<file path="config.mk">
export PLATFORM = sky130hd
export DESIGN_NAME = mem_port_sequencer
export DESIGN_NICKNAME = d
export VERILOG_FILES = /design/src/rtl/mem_seq_pkg.sv /design/src/rtl/mem_port_sequencer.sv
export SDC_FILE = /design/constraint.sdc
export NUM_CORES = 1
export LEC_CHECK = 0
export BUFFER_PORTS_ARGS = -buffer_cell sky130_fd_sc_hd__buf_2
export CAP_MARGIN = 20
export CORE_AREA = 2 2 95 97
export CTS_CLUSTER_SIZE = 24
export DETAILED_ROUTE_END_ITERATION = 16
export DIE_AREA = 0 0 97 99
export PLACE_DENSITY = 0.78
export RECOVER_POWER = 25
export SLEW_MARGIN = 20
export SYNTH_ARGS = -nofsm -noshare
export SYNTH_HDL_FRONTEND = slang
export SYNTH_SLANG_ARGS = --single-unit
</file>
<file path="constraint.sdc">
create_clock -name clk -period 9.95 [get_ports clk]
set_input_delay 2.985 -clock clk [delete_from_list [all_inputs] [get_ports clk]]
set_output_delay 2.985 -clock clk [all_outputs]
set_load 0.005 [all_outputs]
</file>
<file path="src/rtl/mem_seq_pkg.sv">
// Shared types and constants for the memory port sequencer.
package mem_seq_pkg;

    // Sequencer states: idle/beat 0, second beat of a wide access, read response
    typedef enum logic [1:0] {
        IDLE  = 2'd0,
        BEAT1 = 2'd1,
        RESP  = 2'd2
    } seq_state_t;

    // Width of one memory beat (half of the data-side bus)
    localparam int HALF_W = 16;

    // Upper half of a narrow load result
    localparam logic [HALF_W-1:0] ZEXT_HI = '0;

endpackage

</file>
<file path="src/rtl/mem_port_sequencer.sv">
// Arbiter/sequencer sharing one 16-bit synchronous memory port between
// instruction fetch and the MEM stage. Data wins over fetch; 32-bit data
// accesses are split into two beats and the pipeline is stalled until done.
module mem_port_sequencer
    import mem_seq_pkg::*;
#(
    parameter int ADDR_W = 16,
    parameter int DATA_W = HALF_W
) (
    input  logic                clk,
    input  logic                Reset,
    input  logic                if_req,
    input  logic [ADDR_W-1:0]   if_addr,
    output logic                if_grant,
    output logic                if_valid,
    output logic [DATA_W-1:0]   if_data,
    input  logic                d_req,
    input  logic                d_write,
    input  logic                d_wide,
    input  logic [ADDR_W-1:0]   d_addr,
    input  logic [2*DATA_W-1:0] d_wdata,
    output logic [2*DATA_W-1:0] d_rdata,
    output logic                d_done,
    output logic                stall,
    output logic                mem_en,
    output logic                mem_we,
    output logic [ADDR_W-1:0]   mem_addr,
    output logic [DATA_W-1:0]   mem_wdata,
    input  logic [DATA_W-1:0]   mem_rdata
);

    seq_state_t        state_reg;
    logic              write_reg;
    logic              wide_reg;
    logic [ADDR_W-1:0] addr_reg;
    logic [DATA_W-1:0] hi_reg;
    logic [DATA_W-1:0] lo_reg;
    logic              if_valid_reg;

    // Access sequencing: latch the request at beat 0, capture the first read beat
    always_ff @(posedge clk or posedge Reset) begin
        if (Reset) begin
            state_reg    <= IDLE;
            write_reg    <= 1'b0;
            wide_reg     <= 1'b0;
            addr_reg     <= '0;
            hi_reg       <= '0;
            lo_reg       <= '0;
            if_valid_reg <= 1'b0;
        end else begin
            if_valid_reg <= if_grant;
            case (state_reg)
                IDLE: begin
                    if (d_req) begin
                        write_reg <= d_write;
                        wide_reg  <= d_wide;
                        addr_reg  <= d_addr;
                        hi_reg    <= d_wdata[2*DATA_W-1:DATA_W];
                        if (d_wide)
                            state_reg <= BEAT1;
                        else if (!d_write)
                            state_reg <= RESP;
                    end
                end
                BEAT1: begin
                    if (write_reg) begin
                        state_reg <= IDLE;
                    end else begin
                        lo_reg    <= mem_rdata;
                        state_reg <= RESP;
                    end
                end
                RESP:    state_reg <= IDLE;
                default: state_reg <= IDLE;
            endcase
        end
    end

    // Memory port mux, fetch grant and completion; all strobes are held low in reset
    always_comb begin
        mem_en    = 1'b0;
        mem_we    = 1'b0;
        mem_addr  = if_addr;
        mem_wdata = '0;
        if_grant  = 1'b0;
        d_done    = 1'b0;
        d_rdata   = '0;
        if (!Reset) begin
            case (state_reg)
                IDLE: begin
                    if (d_req) begin
                        mem_en    = 1'b1;
                        mem_we    = d_write;
                        mem_addr  = d_addr;
                        mem_wdata = d_wdata[DATA_W-1:0];
                        d_done    = d_write & ~d_wide;
                    end else if (if_req) begin
                        mem_en   = 1'b1;
                        if_grant = 1'b1;
                    end
                end
                BEAT1: begin
                    mem_en    = 1'b1;
                    mem_we    = write_reg;
                    mem_addr  = addr_reg + ADDR_W'(1);
                    mem_wdata = hi_reg;
                    d_done    = write_reg;
                end
                RESP: begin
                    d_done   = 1'b1;
                    d_rdata  = wide_reg ? {mem_rdata, lo_reg}
                                        : {DATA_W'(ZEXT_HI), mem_rdata};
                    mem_en   = if_req;
                    if_grant = if_req;
                end
                default: ;
            endcase
        end
    end

    assign stall    = d_req & ~d_done;
    assign if_valid = if_valid_reg;
    assign if_data  = mem_rdata;

endmodule

</file>
# Word-level counts from Yosys, hierarchy flattened
# Index checks and enable logic that the tools add are counted.
# totals
output_inout_bits,86
elab_cells,48
reg_bits,53
in_bits,86
# classes
add_sub_neg,1
bitwise,5
n_eq_ne,4
reduce_logical,4
n_mux,27
# op_table
cell,n
32-bit 2-to-1 mux,3
16-bit 2-to-1 mux,4
16-bit case mux with 2 select lines,2
"16-bit by 1-bit adder with 16-bit output, second input constant",1
1-bit 2-to-1 mux,9
2-bit 2-to-1 mux,4
1-bit case mux with 3 select lines,2
2-bit AND reduction,3
1-bit case mux with 2 select lines,2
2-bit case mux with 2 select lines,1
"3-bit != test, second input constant",1
1-bit NOT,3
1-bit bitwise AND,2
"2-bit by 1-bit == test with 1-bit output, second input constant",1
"2-bit == test, second input constant",1
2-bit logical NOT,1
"2-bit != test, second input constant",1

# Depth between registers and ports, before layout
# Gate-level depths: netlist (run 1).
# depth
depth_word,7
ltp_mapped,6
depth_no_buf,4

# Least setup slack after synthesis (run 1)
# Ideal clock, no wire load.
# synth_timing
path_type,input-to-output
start,in Reset
end,out mem_addr[10]
t_required_ps,6965
slack_ps,2206
path_buffers,1
path_stages,4
t_arrival_ps,4759
path_cell_list,inv_1 nand2_1 clkbuf_1 o21ai_0
# synth_between
elab_chain_cells,1
# synth_lines
element,line_no,text
from (decl),mem_port_sequencer.sv:11,"input logic Reset,"
16-bit 2-to-1 mux,mem_port_sequencer.sv:88,if (!Reset) begin
to (decl),mem_port_sequencer.sv:27,"output logic [ADDR_W-1:0] mem_addr,"
# No other way between the ends.

# Worst setup path after layout (run 1)
# layout_timing
start,in d_req
end,out mem_wdata[1]
# layout_between
elab_chain_cells,3
# layout_lines
element,line_no,text
from (decl),mem_port_sequencer.sv:17,"input logic d_req,"
16-bit 2-to-1 mux,mem_port_sequencer.sv:91,if (d_req) begin
16-bit case mux with 2 select lines,mem_port_sequencer.sv:89,case (state_reg)
16-bit 2-to-1 mux,mem_port_sequencer.sv:88,
to (decl),mem_port_sequencer.sv:28,"output logic [DATA_W-1:0] mem_wdata,"
# No other way between the ends.

==> run metrics, run 1 <==
Buffers on Ports=171; Gate Count Post-Synth=323; RSZ-0062 raised after global routing=false; Tot Pwr=0.0006563 W; P&R area growth vs syn=24.61%; DRT iter0 DRCs=88; CP delay by family, top=buffers and inverters; largest area contributor in the netlist=dfrtp_1; RR Endpoint=addr_reg[15]; Post-synth EDFFs=0; Setup Buffers After CTS=0; Post-Route Utilization=48.83%; Via density=5.129; clock transition at the registers of the reported paths=0.09 ns; Total Wirelength=8323 um; vias in the first global route=2,830; synthesized area=3351 um2; fin crit share=77.90%; clock root buffer master=clkbuf_8; worst-skew pair later-pin latency=0.29 ns; Slew HR=-92.26%; Ys Warns=0; Sink Count=53; worst hold start=lo_reg[7]; Routability Congestion=0.8533; Slew Limit Fails=54; critical path arrival=4.77 ns; clock tree from TritonCTS=done; ys async rst share=100.0%; DRC violations left=0; crit path cell chain=clkbuf_1 > nand2b_4 > nor2_4 > buf_4 > a22oi_1 > nor2_1 > buf_2; initial antenna violation count=0; Reg-to-Reg Start=state_reg[1]; sum of negative setup slack=0 ns; via count=2,934; Post-CTS Hold Buffers=0; starting density of the core=39.19%; most used flip-flop cell after synthesis=dfrtp_1; sequential cell area fraction in the yosys report=39.58%; worst-margin pin slew=2.884 ns; Worst path slowest cell=nor2_4; CTS max path bufs=2; crit-path max FO=28; Congestion Overflow GR=0; die width=97 um; min-delay worst type=flip-flop to flip-flop; Slowest Stage Delay on Critical Path=0.51 ns; DR WL/cell=14.55 um; Max VDD drop=0.00007003 V; Rows=34; All-Layer GR Usage=16.85%; Avg Inst Size Synth=10.37 um2; H-tree depth=2; cell with the most instances after synthesis=dfrtp_1; wire length on met1=3528 um; crit path buf inv count=3; First-pass DRT Iterations=5; Setup WS pre-CTS=2.332 ns; flop2flop setup slack=7.80 ns; highest metal used=met4; Routed Antenna Nets=0; cell area after placement=4101 um2; first-pass GRT wire length=13,580 um; Post-synth top cells=dfrtp_1, mux2_2, nor2_1, a22oi_1; failing checks=capacitance limit, slew limit; Final WS setup=2.199 ns; synth unique cells=36; minimum clock period=7.751 ns; core area=8551 um2; hold path depth=1; I/O pins=172; Yosys top cell area share=39.58%; status=finished, violations left; crit path kind=primary input to output pin; Yosys reg bits=53; post-route cell area=4175 um2; die span in y=99 um; Crit path required time=6.97 ns; setup violators final=0; Ant. Diodes=0; Max Cap Viol=1; HPWL after detailed placement=6269 um; layout cells sized above 1=46.98%; Crit. End Element=output pin; Post-CTS Resized=0; met3 wire len=504 um; synth top area cells=dfrtp_1, mux2_2, a22oi_1; WHS Endpoint=lo_reg[7]; crit start category=primary input; fmax=129.0 MHz; Post-layout nets=550; Met2 Wirelength=4209 um; FF-to-FF path depth=4; die area=9603 um2; Fin. Hold Viols=0; Fin Clk Skew=0.006952 ns; largest net degree at the start of global routing=54; total CTS buffers=5; Static Leakage=2.120 nW; PwrDens=157.2 nW/um2; syn nets=410
routing by layer:
metal  GRT usage [%]  vias to the layer above
li1                -                     1416
met1           21.06                     1420
met2           29.97                       92
met3           3.333                        6
met4           4.225                        0
met5               0                        -
area by class of cell:
class	count	area (um2)
clock buffer	7	96.34
clock inverter	1	5.005
fill	854	4375
inverter	2	7.507
multi-input combinational	228	1758
sequential	53	1328
tap	108	135.1
timing repair buffer	173	845.8
worst reg2reg max path: cells and delay by family, from the launching register on:
kind,cells,cell delay [ns]
and+or+nand+nor,2,0.71
DFF,1,0.47
buffers and inverters,1,0.45
muxes,1,0.40
worst max-delay path by stage:
| stage | from | end | slack (ns) | cells after the start |
|---|---|---|---|---|
| after floorplan | Reset | mem_addr[10] | 2.21 | 4 |
| after global placement | d_req | mem_addr[1] | 2.37 | 7 |
| after detailed placement | d_req | mem_wdata[1] | 2.33 | 7 |
| after CTS | d_req | mem_wdata[1] | 2.33 | 7 |
| after global routing | d_req | mem_addr[1] | 1.99 | 7 |
| final | d_req | mem_wdata[1] | 2.20 | 7 |
cells in the final DEF, fill, tap and decap left out, drive strengths merged, types with 2 or more instances in the layout:
master and count:
buf 155, dfrtp 53, mux2 49, nor2 35, a22oi 31, clkbuf 25
and3 19, o21ai 17, mux2i 16, xor2 13, nand2 11, nand4 5
nand3 5, and2 5, a21oi 4, and4 4, nor2b 4, clkinv 2
o21bai 2
power by group:
group | switching [W] | total (W) | leakage [nW] | internal, W
sequential | 0.0000485 | 0.000321 | 0.626 | 0.000272
combinational | 0.0000866 | 0.000206 | 1.44 | 0.000119
clock | 0.0000669 | 0.000130 | 0.0542 | 0.0000630
cell families (layout without fill, tap and decap cells):
| family | after synthesis | in the layout | synth area share [%] |
|---|---|---|---|
| flip-flops | 53 | 53 | 39.58 |
| XOR/XNOR | 14 | 14 | 3.660 |
| AO/OA/AOI/OAI | 54 | 54 | 10.87 |
| adder cells (fa/ha/maj) | 1 | 1 | 0.3734 |
| buffers and inverters | 42 | 183 | 7.842 |
| AND/OR/NAND/NOR | 94 | 94 | 15.31 |
| multiplexers | 65 | 65 | 22.37 |
stage by stage:
step | hold slack, ns | cells
global placement | 0.4907 | 564
CTS | 0.5229 | 572
global route | 0.5376 | 572
detailed placement | 0.4963 | 564
floorplan | 0.4803 | 323
finish | 0.4969 | 572
(Power assumes the default switching activity.)
==> run 2, diff against run 1 <==
--- a/config.mk
+++ b/config.mk
@@ -5,13 +5,14 @@
 export SDC_FILE = /design/constraint.sdc
 export NUM_CORES = 1
 export LEC_CHECK = 0
+export ABC_AREA = 1
 export BUFFER_PORTS_ARGS = -buffer_cell sky130_fd_sc_hd__buf_2
 export CAP_MARGIN = 20
-export CORE_AREA = 2 2 95 97
+export CORE_AREA = 2 2 97 99
 export CTS_CLUSTER_SIZE = 24
 export DETAILED_ROUTE_END_ITERATION = 16
-export DIE_AREA = 0 0 97 99
-export PLACE_DENSITY = 0.78
+export DIE_AREA = 0 0 99 101
+export PLACE_DENSITY = 0.8
 export RECOVER_POWER = 25
 export SLEW_MARGIN = 20
 export SYNTH_ARGS = -nofsm -noshare
==> constraint.sdc (replaced) <==
create_clock -name clk -period 6.5 [get_ports clk]
set_input_delay 1.95 -clock clk [delete_from_list [all_inputs] [get_ports clk]]
set_output_delay 1.95 -clock clk [all_outputs]
set_load 0.005 [all_outputs]
==> run 2 against run 1 <==
Power increased by 64%. Via count is 28% higher. The run still ends with capacitance limit, slew limit left. Utilization down 0.13 points. Clock-buffer cell count is 1 lower. Non-clock buffer count rose by 2. Largest power group unchanged.
==> run metrics, run 2 <==
status=finished, violations left; failing checks=capacitance limit, slew limit; crit path cell chain=clkbuf_1 > nand2_4 > inv_2 > a21oi_1 > o21ai_1 > nor2_1 > buf_2; DRT iter0 DRCs=151; Routed Antenna Nets=0; largest area contributor in the netlist=dfrtp_1; CP delay by family, top=buffers and inverters; Yosys reg bits=53; Static Leakage=2.504 nW; Slew HR=-89.86%; crit-path max FO=41; Post-synth top cells=nand2_1, nor2_1, inv_1, dfrtp_1, a21oi_1; synthesized area=3507 um2; Congestion Overflow GR=0; Avg Inst Size Synth=6.400 um2; HPWL after detailed placement=6875 um; I/O pins=172; Post-synth EDFFs=0; starting density of the core=39.07%; sum of negative setup slack=0 ns; Sink Count=53; Crit path required time=4.55 ns; most used flip-flop cell after synthesis=dfrtp_1; synth top area cells=dfrtp_1, nand2_1, nor2_1; total CTS buffers=5; Yosys top cell area share=37.82%; Ant. Diodes=0; most common cell after layout, fill and taps aside=nand2_1; crit path buf inv count=3; clock root buffer master=clkbuf_8; RSZ-0062 raised after global routing=false; die width=99 um; Buffers on Ports=171; ys async rst share=100.0%; clock tree from TritonCTS=done; crit path kind=primary input to output pin; clock transition at the registers of the reported paths=0.10 ns; final hold slack=0.4839 ns; First-pass DRT Iterations=4; Post-CTS Resized=0; layout cells sized above 1=27.68%; Fin Clk Skew=0.004061 ns; P&R area growth vs syn=24.65%; Fin. Hold Viols=0; Rows=35; Gate Count Post-Synth=548; minimum clock period=5.416 ns; Total Wirelength=9411 um; Via density=4.674; Slowest Stage Delay on Critical Path=0.54 ns; Slew Limit Fails=54; crit start category=primary input; largest net degree at the start of global routing=54; worst-margin pin slew=2.848 ns; Worst path slowest cell=inv_2; first-pass GRT wire length=14,990 um; via count=3,744; syn nets=635; core area=8977 um2; initial antenna violation count=0; Post-layout nets=776; commonest cells after routing, fill and taps aside=nand2_1, buf_2, nor2_1, inv_1, dfrtp_1; H-tree depth=2; Max Cap Viol=1; DRC violations left=0; die span in y=101 um; fmax=184.6 MHz; min-delay worst type=flip-flop to flip-flop; Post-CTS Hold Buffers=0; Max VDD drop=0.0001168 V; critical path arrival=3.47 ns; vias in the first global route=3,285; cell with the most instances after synthesis=nand2_1; setup violators final=0; sequential cell area fraction in the yosys report=37.82%; All-Layer GR Usage=18.43%; die area=9999 um2; DR WL/cell=11.75 um; Ys Warns=0; worst-skew pair later-pin latency=0.30 ns; PwrDens=245.9 nW/um2; Routability Congestion=0.9216; CTS max path bufs=2; fin crit share=83.32%; Setup Buffers After CTS=0; synth unique cells=23; Crit. End Element=output pin
==> run 2: changes by cell type after synthesis, sizes merged, moves of 5 or more <==
| cell | change |
|---|---|
| a22oi | -31 |
| mux2i | -16 |
| xor2 | -13 |
| inv | +57 |
| and3 | -19 |
| a21oi | +48 |
| o21ai | +34 |
| nand2 | +172 |
| mux2 | -49 |
| and2 | -5 |
| nor2 | +44 |
| nand3 | +14 |
==> run 2: per-stage QoR <==
step | util [%] | instance area [um2] | total power, W | setup slack, ns | std cells
6_report | 48.70 | 4372 | 0.001075 | 1.084 | 801
5_1_grt | 48.70 | 4372 | 0.001169 | 0.9049 | 801
4_1_cts | 48.81 | 4382 | 0.001086 | 1.185 | 801
3_5_place_dp | 47.74 | 4285 | 0.0008848 | 1.193 | 793
3_3_place_gp | 47.74 | 4285 | 0.0008742 | 1.264 | 793
2_1_floorplan | - | 3507 | 0.0007652 | 1.044 | 548
==> run 2: area by class of cell <==
class                           count  area [um2]
Clock buffer                        6       82.58
Timing Repair Buffer              175       875.8
Inverter                           59       221.5
Sequential cell                    53        1326
Multi-Input combinational cell    395        1713
Clock inverter                      2       13.76
Fill cell                         970        4606
Tap cell                          111       138.9
==> run 2: metal layers <==
metal / up-vias / wire length [um] / global-route usage [%]
met4: 0 / 85 / 4.847
met2: 122 / 4597 / 31.81
met5: - / 0 / 0
met1: 1633 / 4044 / 23.78
met3: 8 / 685 / 3.467
li1: 1981 / - / -
==> run 2: path summary, 6_finish.rpt <==
path,end,cells past startpoint,slack (ns),startpoint
max reg2reg,lo_reg[10],4,3.28,state_reg[1]
max,stall,7,1.08,d_req
min,hi_reg[7],2,0.48,hi_reg[7]
min reg2reg,hi_reg[7],2,0.48,hi_reg[7]
min in group asynchronous,addr_reg[0],3,2.81,Reset
max in group asynchronous,if_valid,3,2.08,Reset
==> run 2: cells by family after synthesis <==
group | share of synthesized area (%)
buf+inv | 13.34
flops | 37.82
compound gates | 16.45
fa+ha+maj | 0.3567
simple gates | 32.04
==> run 2: worst register-to-register path: stages, from the launching register on <==
cell,delay [ns]
dfrtp_1,0.49
nor2_2,0.13
clkbuf_1,1.06
nand2_1,0.96
o21ai_0,0.47
==> run 2: where the power goes <==
group	switching, W	internal, W	leakage [nW]
Sequential	0.0000850	0.000434	0.657
Clock	0.000112	0.0000867	0.0512
Combinational	0.000210	0.000148	1.80
Total	0.000406	0.000668	2.50
==> run 3, diff against run 2 <==
--- a/config.mk
+++ b/config.mk
@@ -5,13 +5,13 @@
 export SDC_FILE = /design/constraint.sdc
 export NUM_CORES = 1
 export LEC_CHECK = 0
-export ABC_AREA = 1
+export ABC_AREA = 0
 export BUFFER_PORTS_ARGS = -buffer_cell sky130_fd_sc_hd__buf_2
 export CAP_MARGIN = 20
-export CORE_AREA = 2 2 97 99
+export CORE_AREA = 2 2 95 97
 export CTS_CLUSTER_SIZE = 24
 export DETAILED_ROUTE_END_ITERATION = 16
-export DIE_AREA = 0 0 99 101
+export DIE_AREA = 0 0 97 99
 export PLACE_DENSITY = 0.8
 export RECOVER_POWER = 25
 export SLEW_MARGIN = 20
==> constraint.sdc (replaced) <==
create_clock -name clk -period 4.5 [get_ports clk]
set_input_delay 1.35 -clock clk [delete_from_list [all_inputs] [get_ports clk]]
set_output_delay 1.35 -clock clk [all_outputs]
set_load 0.005 [all_outputs]
==> run 3 against run 2 <==
The run now ends clean. Sequential power increased by 37%. Clock-buffer cell count decreased by 1. Sequential share of layout area increased by 1.3 points. Die area decreased by 4.0%. Final area decreased by 3.9%.
==> run metrics, run 3 (synthesized netlist as in run 1, its figures left out) <==
status=finished clean; worst-margin pin slew=1.317 ns; I/O pins=172; worst-skew pair later-pin latency=0.29 ns; Rows=34; crit-path max FO=24; PwrDens=338.9 nW/um2; Slew HR=12.20%; First-pass DRT Iterations=6; CTS max path bufs=2; setup violators final=0; Crit path required time=3.15 ns; Fill cells=815; initial antenna violation count=0; placed cells=568; first-pass GRT wire length=13,830 um; Post-layout nets=554; Setup WS pre-CTS=0.7229 ns; fmax=259.5 MHz; Congestion Overflow GR=0; Static Leakage=2.173 nW; Max VDD drop=0.0001430 V; crit path kind=primary input to output pin; vias in the first global route=2,946; most common cell after layout, fill and taps aside=buf_2; Slew Limit Fails=0; Fin Clk Skew=0.003401 ns; Final WS setup=0.6463 ns; P&R area growth vs syn=25.39%; Setup Buffers After CTS=0; total CTS buffers=5; Fin. Hold Viols=0; worst hold start=hi_reg[4]; post-route cell area=4202 um2; clock transition at the registers of the reported paths=0.08 ns; die width=97 um; final hold slack=0.5142 ns; Routed Antenna Nets=0; clock root buffer master=clkbuf_8; Worst path slowest cell=clkbuf_1; Setup crit start=d_req; commonest cells after routing, fill and taps aside=buf_2, dfrtp_1, mux2_2, nor2_1, a22oi_1; DR WL/cell=14.62 um; Post-CTS Hold Buffers=0; HPWL after detailed placement=6332 um; Ant. Diodes=0; DRT iter0 DRCs=133; DRC violations left=0; layout cells sized above 1=50.86%; Reg-to-Reg Start=state_reg[0]; Buffers on Ports=171; largest net degree at the start of global routing=54; fin crit share=85.64%; crit path cell chain=clkbuf_1 > nand2b_4 > nor2_4 > buf_4 > a22oi_1 > nor2_1 > buf_2; All-Layer GR Usage=17.10%; min-delay worst type=flip-flop to flip-flop; Post-CTS Resized=0; sum of negative setup slack=0 ns; clock tree from TritonCTS=done; Total Wirelength=8390 um; critical path arrival=2.50 ns; Crit. End Element=output pin; Slowest Stage Delay on Critical Path=0.28 ns; crit start category=primary input; starting density of the core=39.19%; RSZ-0062 raised after global routing=false; die span in y=99 um; via count=2,956; H-tree depth=2; Max Cap Viol=0; die area=9603 um2; Via density=5.150; Finished Layout Cells=574; minimum clock period=3.854 ns; Routability Congestion=0.8319; Sink Count=53; core area=8551 um2; cell area after placement=4131 um2
## run 3: through the flow
| step | power (W) | utilization [%] |
|---|---|---|
| floorplan | 0.001038 | - |
| global placement | 0.001164 | 48.32 |
| detailed placement | 0.001191 | 48.32 |
| CTS | 0.001443 | 49.18 |
| global route | 0.001519 | 49.14 |
| finish | 0.001424 | 49.14 |
## run 3: routing by layer
layer,up-vias,share of wire (%),global-route usage (%)
met2,99,51,30.61
met5,-,0,0
met4,0,1.4,4.659
met1,1421,43,21.55
met3,10,5.5,2.624
li1,1426,-,-
## run 3: final cells by class
cell class | instances | area [um2] | share of cell area, %
Clock buffer | 5 | 68.82 | 1.638
Clock inverter | 1 | 5.005 | 0.1191
Inverter | 2 | 7.507 | 0.1787
Multi-Input combinational cell | 228 | 1762 | 41.93
Sequential cell | 53 | 1328 | 31.60
Tap cell | 108 | 135.1 | 3.216
Timing Repair Buffer | 177 | 895.9 | 21.32
## run 3: worst max-delay path, delay by kind of cell
family	cells	cell delay, ns
AND/OR/NAND/NOR	3	0.34
AO/OA/AOI/OAI	1	0.13
buffers and inverters	3	0.67
## run 3: worst paths after layout
path | end | slack (ns) | cells past startpoint
setup / recovery | mem_wdata[11] | 0.65 | 7
hold / removal | hi_reg[4] | 0.51 | 1
setup reg to reg | lo_reg[10] | 2.45 | 3
hold reg to reg | hi_reg[4] | 0.51 | 1
max in group asynchronous | wide_reg | 2.06 | 3
min in group asynchronous | addr_reg[2] | 1.57 | 3
## run 3: power by group
group          internal (W)  switching, W
logic              0.000273      0.000193
registers          0.000602      0.000110
clock network      0.000103      0.000144
total              0.000978      0.000446
